### config.mk
export PLATFORM = sky130hd
export DESIGN_NAME = mult_arbiter
export DESIGN_NICKNAME = d
export VERILOG_FILES = /design/src/rtl/mult_arbiter.sv
export SDC_FILE = /design/constraint.sdc
export NUM_CORES = 1
export LEC_CHECK = 0
export ABC_AREA = 0
export BUFFER_PORTS_ARGS = -buffer_cell sky130_fd_sc_hd__buf_4
export CORE_MARGIN = 2
export CORE_UTILIZATION = 35
export DETAILED_ROUTE_END_ITERATION = 6
export PLACE_DENSITY = 0.49
export SLEW_MARGIN = 30
export SYNTH_ARGS = -nofsm -noshare
export SYNTH_HDL_FRONTEND = slang
export SYNTH_HIERARCHICAL = 1
export SYNTH_SLANG_ARGS = --single-unit
export TNS_END_PERCENT = 10
### constraint.sdc
create_clock -name clk -period 5.31 [get_ports clk]
set_input_delay 1.593 -clock clk [delete_from_list [all_inputs] [get_ports clk]]
set_output_delay 1.593 -clock clk [all_outputs]
set_load 0.02 [all_outputs]
### src/rtl/mult_arbiter.sv
// Round-robin arbiter that shares one combinational signed multiplier between two requesters.
// Latency: handshake in cycle c, rsp_valid high in cycle c+2; one op in flight, issue interval 3 cycles.
// Backpressure: rsp_valid/rsp_product/rsp_id held until rsp_ready; both req readies low while busy or holding.
//
// Ports:
//   clk, rst                      clock (rising edge), asynchronous active-high reset
//   req0_valid/ready/a/b          requester 0 operand channel (signed N-bit operands)
//   req1_valid/ready/a/b          requester 1 operand channel (signed N-bit operands)
//   rsp_valid/ready/id/product    response channel, 2N-bit signed product tagged with requester id
// Optional build macro MULT_ARB_STATS_EN adds stats_clr input and grant_cnt0/grant_cnt1
// saturating 16-bit per-requester accept counters.

module multiplier #(
    parameter int N = 8
) (
    input  logic signed [N-1:0]   a,
    input  logic signed [N-1:0]   b,
    output logic signed [2*N-1:0] p
);
    // Both operands signed, so they are sign-extended to the 2N-bit result width:
    // the full product is exact, including most-negative squared.
    assign p = a * b;
endmodule

module mult_arbiter #(
    parameter int N = 8
) (
    input  logic           clk,
    input  logic           rst,
    input  logic           req0_valid,
    output logic           req0_ready,
    input  logic [N-1:0]   req0_a,
    input  logic [N-1:0]   req0_b,
    input  logic           req1_valid,
    output logic           req1_ready,
    input  logic [N-1:0]   req1_a,
    input  logic [N-1:0]   req1_b,
    output logic           rsp_valid,
    input  logic           rsp_ready,
    output logic           rsp_id,
    output logic [2*N-1:0] rsp_product
`ifdef MULT_ARB_STATS_EN
    ,
    input  logic           stats_clr,
    output logic [15:0]    grant_cnt0,
    output logic [15:0]    grant_cnt1
`endif
);

    typedef enum logic [1:0] {
        IDLE = 2'd0,
        BUSY = 2'd1,
        DONE = 2'd2
    } state_t;

    state_t               state;
    state_t               state_nxt;
    logic [N-1:0]         op_a;
    logic [N-1:0]         op_b;
    logic                 op_id;
    logic                 last_grant;
    logic                 sel0;
    logic                 sel1;
    logic                 accept;
    logic signed [2*N-1:0] mul_p;

    // Selection and next state. On a tie the requester that did not win last time is picked.
    always_comb begin
        sel0       = 1'b0;
        sel1       = 1'b0;
        req0_ready = 1'b0;
        req1_ready = 1'b0;
        state_nxt  = state;
        case (state)
            IDLE: begin
                sel0       = req0_valid & (~req1_valid | last_grant);
                sel1       = req1_valid & (~req0_valid | ~last_grant);
                req0_ready = sel0;
                req1_ready = sel1;
                if (sel0 | sel1)
                    state_nxt = BUSY;
            end
            BUSY: state_nxt = DONE;
            DONE: begin
                if (rsp_ready)
                    state_nxt = IDLE;
            end
            default: state_nxt = IDLE;
        endcase
    end

    assign accept = sel0 | sel1;

    multiplier #(.N(N)) u_mul (
        .a (op_a),
        .b (op_b),
        .p (mul_p)
    );

    always_ff @(posedge clk or posedge rst) begin
        if (rst) begin
            state       <= IDLE;
            op_a        <= '0;
            op_b        <= '0;
            op_id       <= 1'b0;
            last_grant  <= 1'b1;
            rsp_valid   <= 1'b0;
            rsp_id      <= 1'b0;
            rsp_product <= '0;
        end else begin
            state <= state_nxt;
            if (accept) begin
                op_a       <= sel1 ? req1_a : req0_a;
                op_b       <= sel1 ? req1_b : req0_b;
                op_id      <= sel1;
                last_grant <= sel1;
            end
            // Product captured from the operand flops after one full cycle through the multiplier.
            if (state == BUSY) begin
                rsp_product <= mul_p;
                rsp_id      <= op_id;
                rsp_valid   <= 1'b1;
            end else if (state == DONE && rsp_ready) begin
                rsp_valid <= 1'b0;
            end
        end
    end

`ifdef MULT_ARB_STATS_EN
    // Clear has priority over a coincident accept; counts stick at all-ones.
    always_ff @(posedge clk or posedge rst) begin
        if (rst) begin
            grant_cnt0 <= 16'd0;
            grant_cnt1 <= 16'd0;
        end else if (stats_clr) begin
            grant_cnt0 <= 16'd0;
            grant_cnt1 <= 16'd0;
        end else begin
            if (sel0 && grant_cnt0 != 16'hFFFF)
                grant_cnt0 <= grant_cnt0 + 16'd1;
            if (sel1 && grant_cnt1 != 16'hFFFF)
                grant_cnt1 <= grant_cnt1 + 16'd1;
        end
    end
`endif

endmodule

## Word level (Yosys, flattened, before mapping)

Cells that the tools add are included.

| word-level totals | value |
|---|---|
| register bits | 38 |
| input port bits | 37 |
| output and inout bits | 20 |
| word-level logic and storage cells | 35 |

| operators by class | value |
|---|---|
| multiply operators | 1 |
| equality and inequality tests | 4 |
| mux-type cells | 9 |
| bitwise gates (word level) | 9 |
| reduce and logical (&&, ||, !) cells | 4 |

Operators with widths:

| cell | count |
|---|---|
| 8-bit by 8-bit multiplier with 16-bit output | 1 |
| 8-bit 2-to-1 mux | 2 |
| 2-bit case mux with 3 select lines | 1 |
| 1-bit 2-to-1 mux | 4 |
| 2-bit 2-to-1 mux | 2 |
| 2-bit != test (second input constant) | 2 |
| 1-bit bitwise OR | 4 |
| 1-bit NOT | 3 |
| 1-bit bitwise AND | 2 |
| 2-bit by 1-bit equality test with 1-bit output (second input constant) | 1 |
| 2-bit equality test (second input constant) | 1 |
| 2-bit logical NOT | 1 |
| 2-bit AND reduction | 1 |
| 2-bit nonzero test | 1 |
| 1-bit logical AND | 1 |

## Longest topological paths before layout

Gate-level depths: netlist (run 1).

| depth | value |
|---|---|
| word-level depth | 6 |
| mapped depth | 18 |
| mapped depth without buffers | 18 |

## Cells and area by module

The synthesis (run 1) kept the hierarchy.

Modules (own cells, without submodules):

| module | times used | cells each | area each (um2) | sequential area each (um2) |
|---|---|---|---|---|
| multiplier | 1 | 284 | 2511.2 | 0.0 |
| mult_arbiter | 1 | 153 | 1823.0 | 952.2 |

## Least setup slack after synthesis (run 1)

No wires, ideal clock.

| path | value |
|---|---|
| kind | reg-to-reg |
| from | register op_b[4] |
| to | register rsp_product[15] |
| library setup time | 125 ps |
| data arrival time | 4225 ps |
| data required time | 5185 ps |
| setup slack | 961 ps |
| stages on the path, launching flop included | 17 |
| buffers on the path | 0 |
| period minus slack after synthesis | 4349 ps |
| cell sequence | dfrtp_1 > and2_1 > fa_1 > inv_1 > fa_1 > inv_1 > fa_1 > inv_1 > fa_1 > inv_1 > ha_1 > a21o_1 > a21oi_2 > a21oi_2 > o41ai_2 > xnor2_1 > mux2_2 |

| between the ends | value |
|---|---|
| cells in the longest elaborated chain, start to end | 1 |

RTL lines:

| what | line | text |
|---|---|---|
| start: declaration | 59 | `logic [N-1:0] op_b;` |
| start signal: assignment | 114 | `op_b <= sel1 ? req1_b : req0_b;` |
| 8-bit by 8-bit multiplier with 16-bit output | 22 | `assign p = a * b;` |
| named net mul_p[15] | 65 | `logic signed [2*N-1:0] mul_p;` |
| end signal: assignment | 120 | `rsp_product <= mul_p;` |
| end: declaration | 41 | `output logic [2*N-1:0] rsp_product` |

The timed path passes the listed nets, and every way through them passes these cells.
A chain may end at the register's enable or synchronous reset.

## Worst setup path after layout (run 1)

| path | value |
|---|---|
| from | register op_b[4] |
| to | register rsp_product[14] |

Same word-level chain as after synthesis.

==> results of run 1 <==
worst max-delay path, cell delays in order (launching register included):
cell and delay (ns):
dfrtp_1 0.48, and2_1 0.22, fa_1 0.53, inv_1 0.05, fa_1 0.47, inv_1 0.05, fa_1 0.52, inv_1 0.05
fa_1 0.54, inv_1 0.04, ha_1 0.34, o21a_1 0.20, o31a_1 0.13, nor4b_2 0.34, o21ai_1 0.14, xor2_1 0.15
mux2_2 0.26
cells in the final DEF, fill, tap and decap left out, types with 8 or more instances in the layout:
cell / synthesis / routed
fa_1: 55 / 55
ha_1: 29 / 29
and2_1: 43 / 43
a2111oi_0: 16 / 16
mux2_2: 18 / 18
nor2_1: 13 / 13
dfrtp_1: 37 / 37
nand2_1: 16 / 16
a21oi_1: 9 / 9
nor2b_1: 8 / 8
a211o_1: 16 / 16
xnor2_1: 11 / 11
inv_1: 100 / 100
o21a_1: 18 / 18
buf_4: 0 / 59
path summary, 6_finish.rpt:
check,from,endpoint,cells after the start
max reg2reg,op_b[4],rsp_product[14],16
min in group asynchronous,rst,rsp_product[0],3
min,op_id,op_id,1
min reg2reg,op_id,op_id,1
max,op_b[4],rsp_product[14],16
max in group asynchronous,rst,last_grant,3
cell type report:
class | count | share of cell area, %
multi-input cells | 285 | 57.09
flip-flops and latches | 38 | 18.79
repair buffers | 59 | 8.741
inverters | 100 | 7.407
well taps | 168 | 4.148
clock buffers | 5 | 2.469
clock inverters | 3 | 1.358
metrics by stage:
| stage | worst slack (ns) | utilization, % | instance area, µm² | cells |
|---|---|---|---|---|
| after floorplan | 0.9607 | - | 4334 | 437 |
| after global placement | 0.7078 | 40.40 | 4873 | 650 |
| after detailed placement | 0.6678 | 40.40 | 4873 | 650 |
| after CTS | 0.6400 | 42.01 | 5067 | 658 |
| after global routing | 0.3884 | 42.01 | 5067 | 658 |
| final | 0.6577 | 42.01 | 5067 | 658 |
logic make-up after synthesis:
logic type	after synthesis	share of synthesized area (%)
AOI/OAI and AO/OA	76	13.54
xor gates and xnor gates	14	2.829
adders and majority gates	84	33.78
buffers and inverters	114	11.29
DFF	38	21.97
muxes	18	4.677
and+or+nand+nor	93	11.92
per-layer routing:
layer	GRT usage (%)	part of all wire [%]	vias to the layer above
met5	0	0	-
li1	-	-	1497
met4	5.542	1.7	0
met3	1.950	1.8	9
met2	25.06	50	28
met1	19.97	46	1533
sequential cells by signal (all words and copies together), names as in the netlist:
signal	cells
op_a	8
op_id	1
state	2
op_b	8
rsp_valid	1
last_grant	1
rsp_id	1
rsp_product	16
==> qor.csv, run 1 <==
metric,value,unit
finalClockSkew,0.005408,ns
worst-r2r-setup-slack,0.66,ns
ant_nets,0,
synth-edff-count,0,
synthTopCellsByCount,"inv_1 (100), fa_1 (55), and2_1 (43), dfrtp_1 (37), ha_1 (29)",
synth_top_area_share,25.40,%
fin_tns_setup,0,ns
root_buffer,clkbuf_16,
nets,610,
vias,3067,
grt_overflow,0,
synth_seq_cells,38,
grtUsageTotal,15.00,%
cts_buffers,5,
gp_congestion,0.7816,
dr.pass1.iters,4,
avgSynthCellArea,9.918,µm²
finalWirelength,9.054,mm
hold_buffers,0,
timing.final.crit_share,87.61,%
cp_max_fo,9,
clk_pin_slew,0.07,ns
synth_area,4334,µm²
diodes,0,
clock_path_buffers,2,
critical_path_required,5.49,ns
multi_input_area,2893,µm²
grt_setup_unrepaired,false,
die-height,115.3,µm
ys.flop_type,dfrtp_1,
outcome,"finished, final reports clean",
portBuffers,56,
synthCells,437,
rows,40,
ios,57,
cts_tree,built,
setup_viol,0,
htree_levels,2,
fp.coreArea,12060,µm²
vias_per_cell,4.661,
start_util,35.93,%
die_x,115.3,µm
post_cts_buffers,0,
crit_type,reg -> reg,
post-route-drc-count,0,
max_slew_margin,62.39,%
synthTopCellsByArea,"fa_1 (25%), dfrtp_1 (21%), inv_1 (8.7%)",
grt_start_max_net_pins,39,
synth_largest_area_cell,fa_1,
place_hpwl,7.073,mm
fmax,0.2149,GHz
cp-end-kind,register,
worstPathArrival,4.83,ns
cts_sinks,38,
post_cts_resized,0,
die_area,13290,µm²
antenna_found_initial,0,
grt_pass1_wl,15.50,mm
synthDistinctLibCells,39,
grt_pass1_vias,3240,
drive_gt1_share,19.18,%
fin_crit,4.652,ns
post_drt_wl_per_cell,13.76,µm
worst_slew_pin_slew,0.5641,ns
nFillCells,1204,
ys_seq_area_share,21.97,%
hold_violations,0,
report.final.slew_viol_count,0,
clock_latency,0.30,ns
hold_path.class,reg -> reg,
drv_cap,0,
synth_warnings,6,
fin_hold_ws,0.4890,ns
start_kind,register,
synthArstFlopShare,100.0,%
seq_area,952.2,µm²
drt-initial-drc-count,138,
synth.most_common_cell,inv_1,
syn_to_final_growth,16.92,%
synth_nets,558,
Power of run 1 is left out: the tool's default activity adds up to more than one toggle a clock period on the data nets, which glitch-free logic cannot reach.
==> inputs of run 2 (changes only) <==
CORE_MARGIN = unset   (was 2)
==> run 2 against run 1 <==
Net effect:
- count of clock-buffer cells in the layout unchanged
- sequential cell count unchanged
- final cell count unchanged
- clock skew increased by 0.0018 ns
- global-route usage increased by 0.19 points
- design area unchanged
- non-clock buffer count unchanged
- critical path depth unchanged
- register-to-register slack about the same
- core utilization unchanged
- first-iteration DRC count increased by 9.4%
- critical endpoint unchanged
==> qor.csv, run 2 (synthesis results as in run 1) <==
metric,value,unit,change
outcome,"finished, final reports clean",,unchanged
final_cell_mix,"inv_1 (100), buf_4 (59), fa_1 (55)",,unchanged
grtUsageTotal,15.19,%,was 15.00%
htree_levels,2,,unchanged
antenna_found_initial,0,,unchanged
drt-initial-drc-count,151,,was 138
cts_buffers,5,,unchanged
vias,3095,,was 3067
largest-register,rsp_product,,unchanged
finalWirelength,8.936,mm,was 9.054 mm
root_buffer,clkbuf_16,,unchanged
fp.coreArea,12060,µm²,unchanged
grt_pass1_wl,15.26,mm,was 15.50 mm
fin_hold_ws,0.4830,ns,was 0.4890 ns
final_common_cell,inv_1,,unchanged
gp_congestion,0.7836,,was 0.7816
hold_violations,0,,unchanged
die_area,12830,µm²,was 13290 µm²
finalClockSkew,0.007201,ns,was 0.005408 ns
drv_cap,0,,unchanged
post-route-drc-count,0,,unchanged
dr.pass1.iters,4,,unchanged
start_kind,register,,unchanged
fin_tns_setup,0,ns,unchanged
syn_to_final_growth,16.92,%,unchanged
seq_area,952.2,µm²,unchanged
cts_sinks,38,,unchanged
timing.final.crit_share,87.59,%,was 87.61%
grt_start_max_net_pins,39,,unchanged
place_hpwl,7.047,mm,was 7.073 mm
hold_path.class,reg -> reg,,unchanged
fmax,0.2150,GHz,was 0.2149 GHz
die-height,113.3,µm,was 115.3 µm
fin_util,42.01,%,unchanged
report.final.slew_viol_count,0,,unchanged
cp_max_fo,9,,unchanged
post_cts_buffers,0,,unchanged
post_cts_resized,0,,unchanged
worstPathArrival,4.83,ns,about the same
post_drt_wl_per_cell,13.58,µm,was 13.76 µm
crit_start,op_b[4],,unchanged
hold_buffers,0,,unchanged
cp-end-kind,register,,unchanged
largest_register_ffs,16,,unchanged
setup_viol,0,,unchanged
grt_setup_unrepaired,false,,unchanged
reg.largest.list,"rsp_product (16), op_a (8), op_b (8)",,unchanged
critical_path_required,5.49,ns,about the same
hp-start,op_id,,unchanged
diodes,0,,unchanged
clock_latency,0.30,ns,about the same
fin_crit,4.651,ns,was 4.652 ns
grt_overflow,0,,unchanged
multi_input_area,2893,µm²,unchanged
die_x,113.3,µm,was 115.3 µm
portBuffers,56,,unchanged
worstReg2RegStart,op_b[4],,unchanged
nets,610,,unchanged
ios,57,,unchanged
ant_nets,0,,unchanged
worst_slew_pin_slew,0.5602,ns,was 0.5641 ns
cts_tree,built,,unchanged
clock_path_buffers,2,,unchanged
clk_pin_slew,0.07,ns,about the same
crit_type,reg -> reg,,unchanged
start_util,35.93,%,unchanged
drive_gt1_share,19.18,%,unchanged
rows,40,,unchanged
vias_per_cell,4.704,,was 4.661
nFillCells,1211,,was 1204
max_slew_margin,62.66,%,was 62.39%
grt_pass1_vias,3169,,was 3240
## run 2: cell counts in the layout (fill, tap and decap cells not counted)
Identical to the previous run, type by type.
## run 2: path summary, 6_finish.rpt
path                                    to  slack (ns)  depth (start not counted)
max                        rsp_product[14]        0.66                         16
min                                  op_id        0.48                          1
max reg2reg                rsp_product[14]        0.66                         16
min reg2reg                          op_id        0.48                          1
max in group asynchronous       last_grant        3.51                          3
min in group asynchronous   rsp_product[0]        1.43                          3
## run 2: worst max-delay path, cell delays in order (launching register included)
cell and delay (ns):
dfrtp_1 0.48, and2_1 0.22, fa_1 0.53, inv_1 0.05
fa_1 0.47, inv_1 0.05, fa_1 0.53, inv_1 0.06
fa_1 0.53, inv_1 0.05, ha_1 0.35, o21a_1 0.20
o31a_1 0.13, nor4b_2 0.33, o21ai_1 0.14, xor2_1 0.15
mux2_2 0.26
## run 2: per-layer routing
layer,track usage (%),vias to the layer above,part of all wire [%]
met2,26.05,35,52
met3,2.517,8,2.3
li1,-,1496,-
met5,0,-,0
met4,4.211,0,1.2
met1,19.79,1556,45
## run 2: area by class of cell
type | count | share of cell area (%)
multi-input combinational | 285 | 57.09
clock buffer | 5 | 2.469
sequential | 38 | 18.79
inverter | 100 | 7.407
timing repair buffer | 59 | 8.741
clock inverter | 3 | 1.358
tap | 168 | 4.148
## run 2: per-stage QoR
step / area [µm²] / cells / worst slack (ns)
2_1_floorplan: 4334 / 437 / 0.9607
3_3_place_gp: 4873 / 650 / 0.7159
3_5_place_dp: 4873 / 650 / 0.6809
4_1_cts: 5067 / 658 / 0.6526
5_1_grt: 5067 / 658 / 0.4300
6_report: 5067 / 658 / 0.6592
Power of run 2 is left out for the same reason.
==> inputs of run 3 (changes only) <==
CELL_PAD_IN_SITES_DETAIL_PLACEMENT = 0   (was unset)
CELL_PAD_IN_SITES_GLOBAL_PLACEMENT = 1   (was unset)
PLACE_DENSITY = 0.61   (was 0.49)
==> run 3 against run 2 <==
Net effect:
- clock skew rose by 0.0012 ns
- global-route usage up 0.11 points
- first-iteration DRC count is 9.3% lower
- non-clock buffer count increased by 1
- die area is the same
- core utilization fell by 0.29 points
- design area shrank 0.69%
- wire length increased by 0.34%
- largest cell class unchanged
==> qor.csv, run 3 (synthesis results as in run 1) <==
metric,value,unit,change
path_cells,"and2_1, fa_1, inv_1, fa_1, inv_1, fa_1, inv_1, fa_1, inv_1, ha_1, o21a_1, o31a_1, nor4b_2, o21ai_1, xor2_1, mux2_2",,unchanged
ant_nets,0,,unchanged
worst_slew_pin_slew,0.5279,ns,was 0.5602 ns
fin_ws,0.6258,ns,was 0.6592 ns
htree_levels,2,,unchanged
syn_to_final_growth,16.11,%,was 16.92%
hold_path.class,reg -> reg,,unchanged
post_drt_wl_per_cell,13.61,µm,was 13.58 µm
slowest_stage,fa_1,,unchanged
drive_gt1_share,19.35,%,was 19.18%
final_cell_mix,"inv_1 (100), buf_4 (60), fa_1 (55)",,"was inv_1 (100), buf_4 (59), fa_1 (55)"
ios,57,,unchanged
post_cts_buffers,0,,unchanged
grt_setup_unrepaired,false,,unchanged
start_util,35.93,%,unchanged
grt_start_max_net_pins,39,,unchanged
reg.largest.list,"rsp_product (16), op_a (8), op_b (8)",,unchanged
start_kind,register,,unchanged
drt-initial-drc-count,137,,was 151
nets,611,,was 610
fmax,0.2135,GHz,was 0.2150 GHz
max_stage_delay,0.54,ns,was 0.53 ns
max_slew_margin,63.90,%,was 62.66%
fp.coreArea,12060,µm²,unchanged
cp-end-kind,register,,unchanged
grt_pass1_wl,15.27,mm,was 15.26 mm
fin_crit,4.684,ns,was 4.651 ns
fin_tns_setup,0,ns,unchanged
wl_met1,4.160,mm,was 4.007 mm
setup_viol,0,,unchanged
post_cts_resized,0,,unchanged
finalWirelength,8.966,mm,was 8.936 mm
gp_congestion,0.7705,,was 0.7836
dr.pass1.iters,4,,unchanged
critical_path_required,5.49,ns,about the same
cts_buffers,5,,unchanged
place_hpwl,6.994,mm,was 7.047 mm
vias,3085,,was 3095
die_area,12830,µm²,unchanged
vias_per_cell,4.681,,was 4.704
fin_hold_ws,0.4811,ns,was 0.4830 ns
grt_overflow,0,,unchanged
cts_tree,built,,unchanged
worstPathArrival,4.87,ns,was 4.83 ns
hold_buffers,0,,unchanged
grtUsageTotal,15.30,%,was 15.19%
clock_path_buffers,2,,unchanged
crit_type,reg -> reg,,unchanged
dpl_worst_slack,0.6594,ns,was 0.6809 ns
cp_max_fo,9,,unchanged
die-height,113.3,µm,unchanged
portBuffers,56,,unchanged
grt_pass1_vias,3077,,was 3169
highest_layer,met4,,unchanged
clk_pin_slew,0.07,ns,about the same
outcome,"finished, final reports clean",,unchanged
antenna_found_initial,0,,unchanged
clock_latency,0.29,ns,was 0.30 ns
post-route-drc-count,0,,unchanged
drv_cap,0,,unchanged
report.final.slew_viol_count,0,,unchanged
fin_util,41.72,%,was 42.01%
met2WireLength,4.494,mm,was 4.616 mm
hold_violations,0,,unchanged
cts_sinks,38,,unchanged
largest-register,rsp_product,,unchanged
met3WireLength,218,µm,was 205 µm
finalClockSkew,0.008440,ns,was 0.007201 ns
diodes,0,,unchanged
largest_register_ffs,16,,unchanged
root_buffer,clkbuf_16,,unchanged
final_common_cell,inv_1,,unchanged
rows,40,,unchanged
die_x,113.3,µm,unchanged
timing.final.crit_share,88.21,%,was 87.59%
==> run 3: changes by cell type in the layout (fill, tap and decap cells not counted), sizes merged <==
cell / before / now
bufinv: 2 / 0
buf: 59 / 60
clkbuf: 5 / 6
clkinvlp: 0 / 1
==> run 3: worst max-delay path, delay by kind of cell (launching register included) <==
kind | cells | cell delay (ns)
simple gates | 2 | 0.59
xor+xnor | 1 | 0.15
flops | 1 | 0.48
compound gates | 3 | 0.48
mux | 1 | 0.26
buf+inv | 4 | 0.19
fa+ha+maj | 5 | 2.41
==> run 3: layer usage <==
metal / vias to the layer above / GRT usage, %
met5: - / 0
met4: 0 / 4.211
met3: 7 / 2.678
met2: 36 / 25.11
met1: 1538 / 20.82
li1: 1504 / -
==> run 3: layout make-up <==
type / instances / area, µm²
Clock buffer: 6 / 138.9
Clock inverter: 2 / 12.51
Fill cell: 1219 / 7029
Inverter: 100 / 375.4
Multi-Input combinational cell: 285 / 2893
Sequential cell: 38 / 952.2
Tap cell: 168 / 210.2
Timing Repair Buffer: 60 / 450.4
==> run 3: through the flow <==
stage / cells / area, µm²
after floorplan: 437 / 4334
after global placement: 651 / 4881
after detailed placement: 651 / 4881
after CTS: 659 / 5032
after global routing: 659 / 5032
final: 659 / 5032
==> run 3: final timing paths <==
path	start	end	slack (ns)	cells past startpoint
max	op_b[4]	rsp_product[14]	0.63	16
min	op_id	op_id	0.48	1
max reg2reg	op_b[4]	rsp_product[14]	0.63	16
min reg2reg	op_id	op_id	0.48	1
max in group asynchronous	rst	last_grant	3.50	3
min in group asynchronous	rst	rsp_product[12]	1.44	3
Power of run 3 is left out for the same reason.
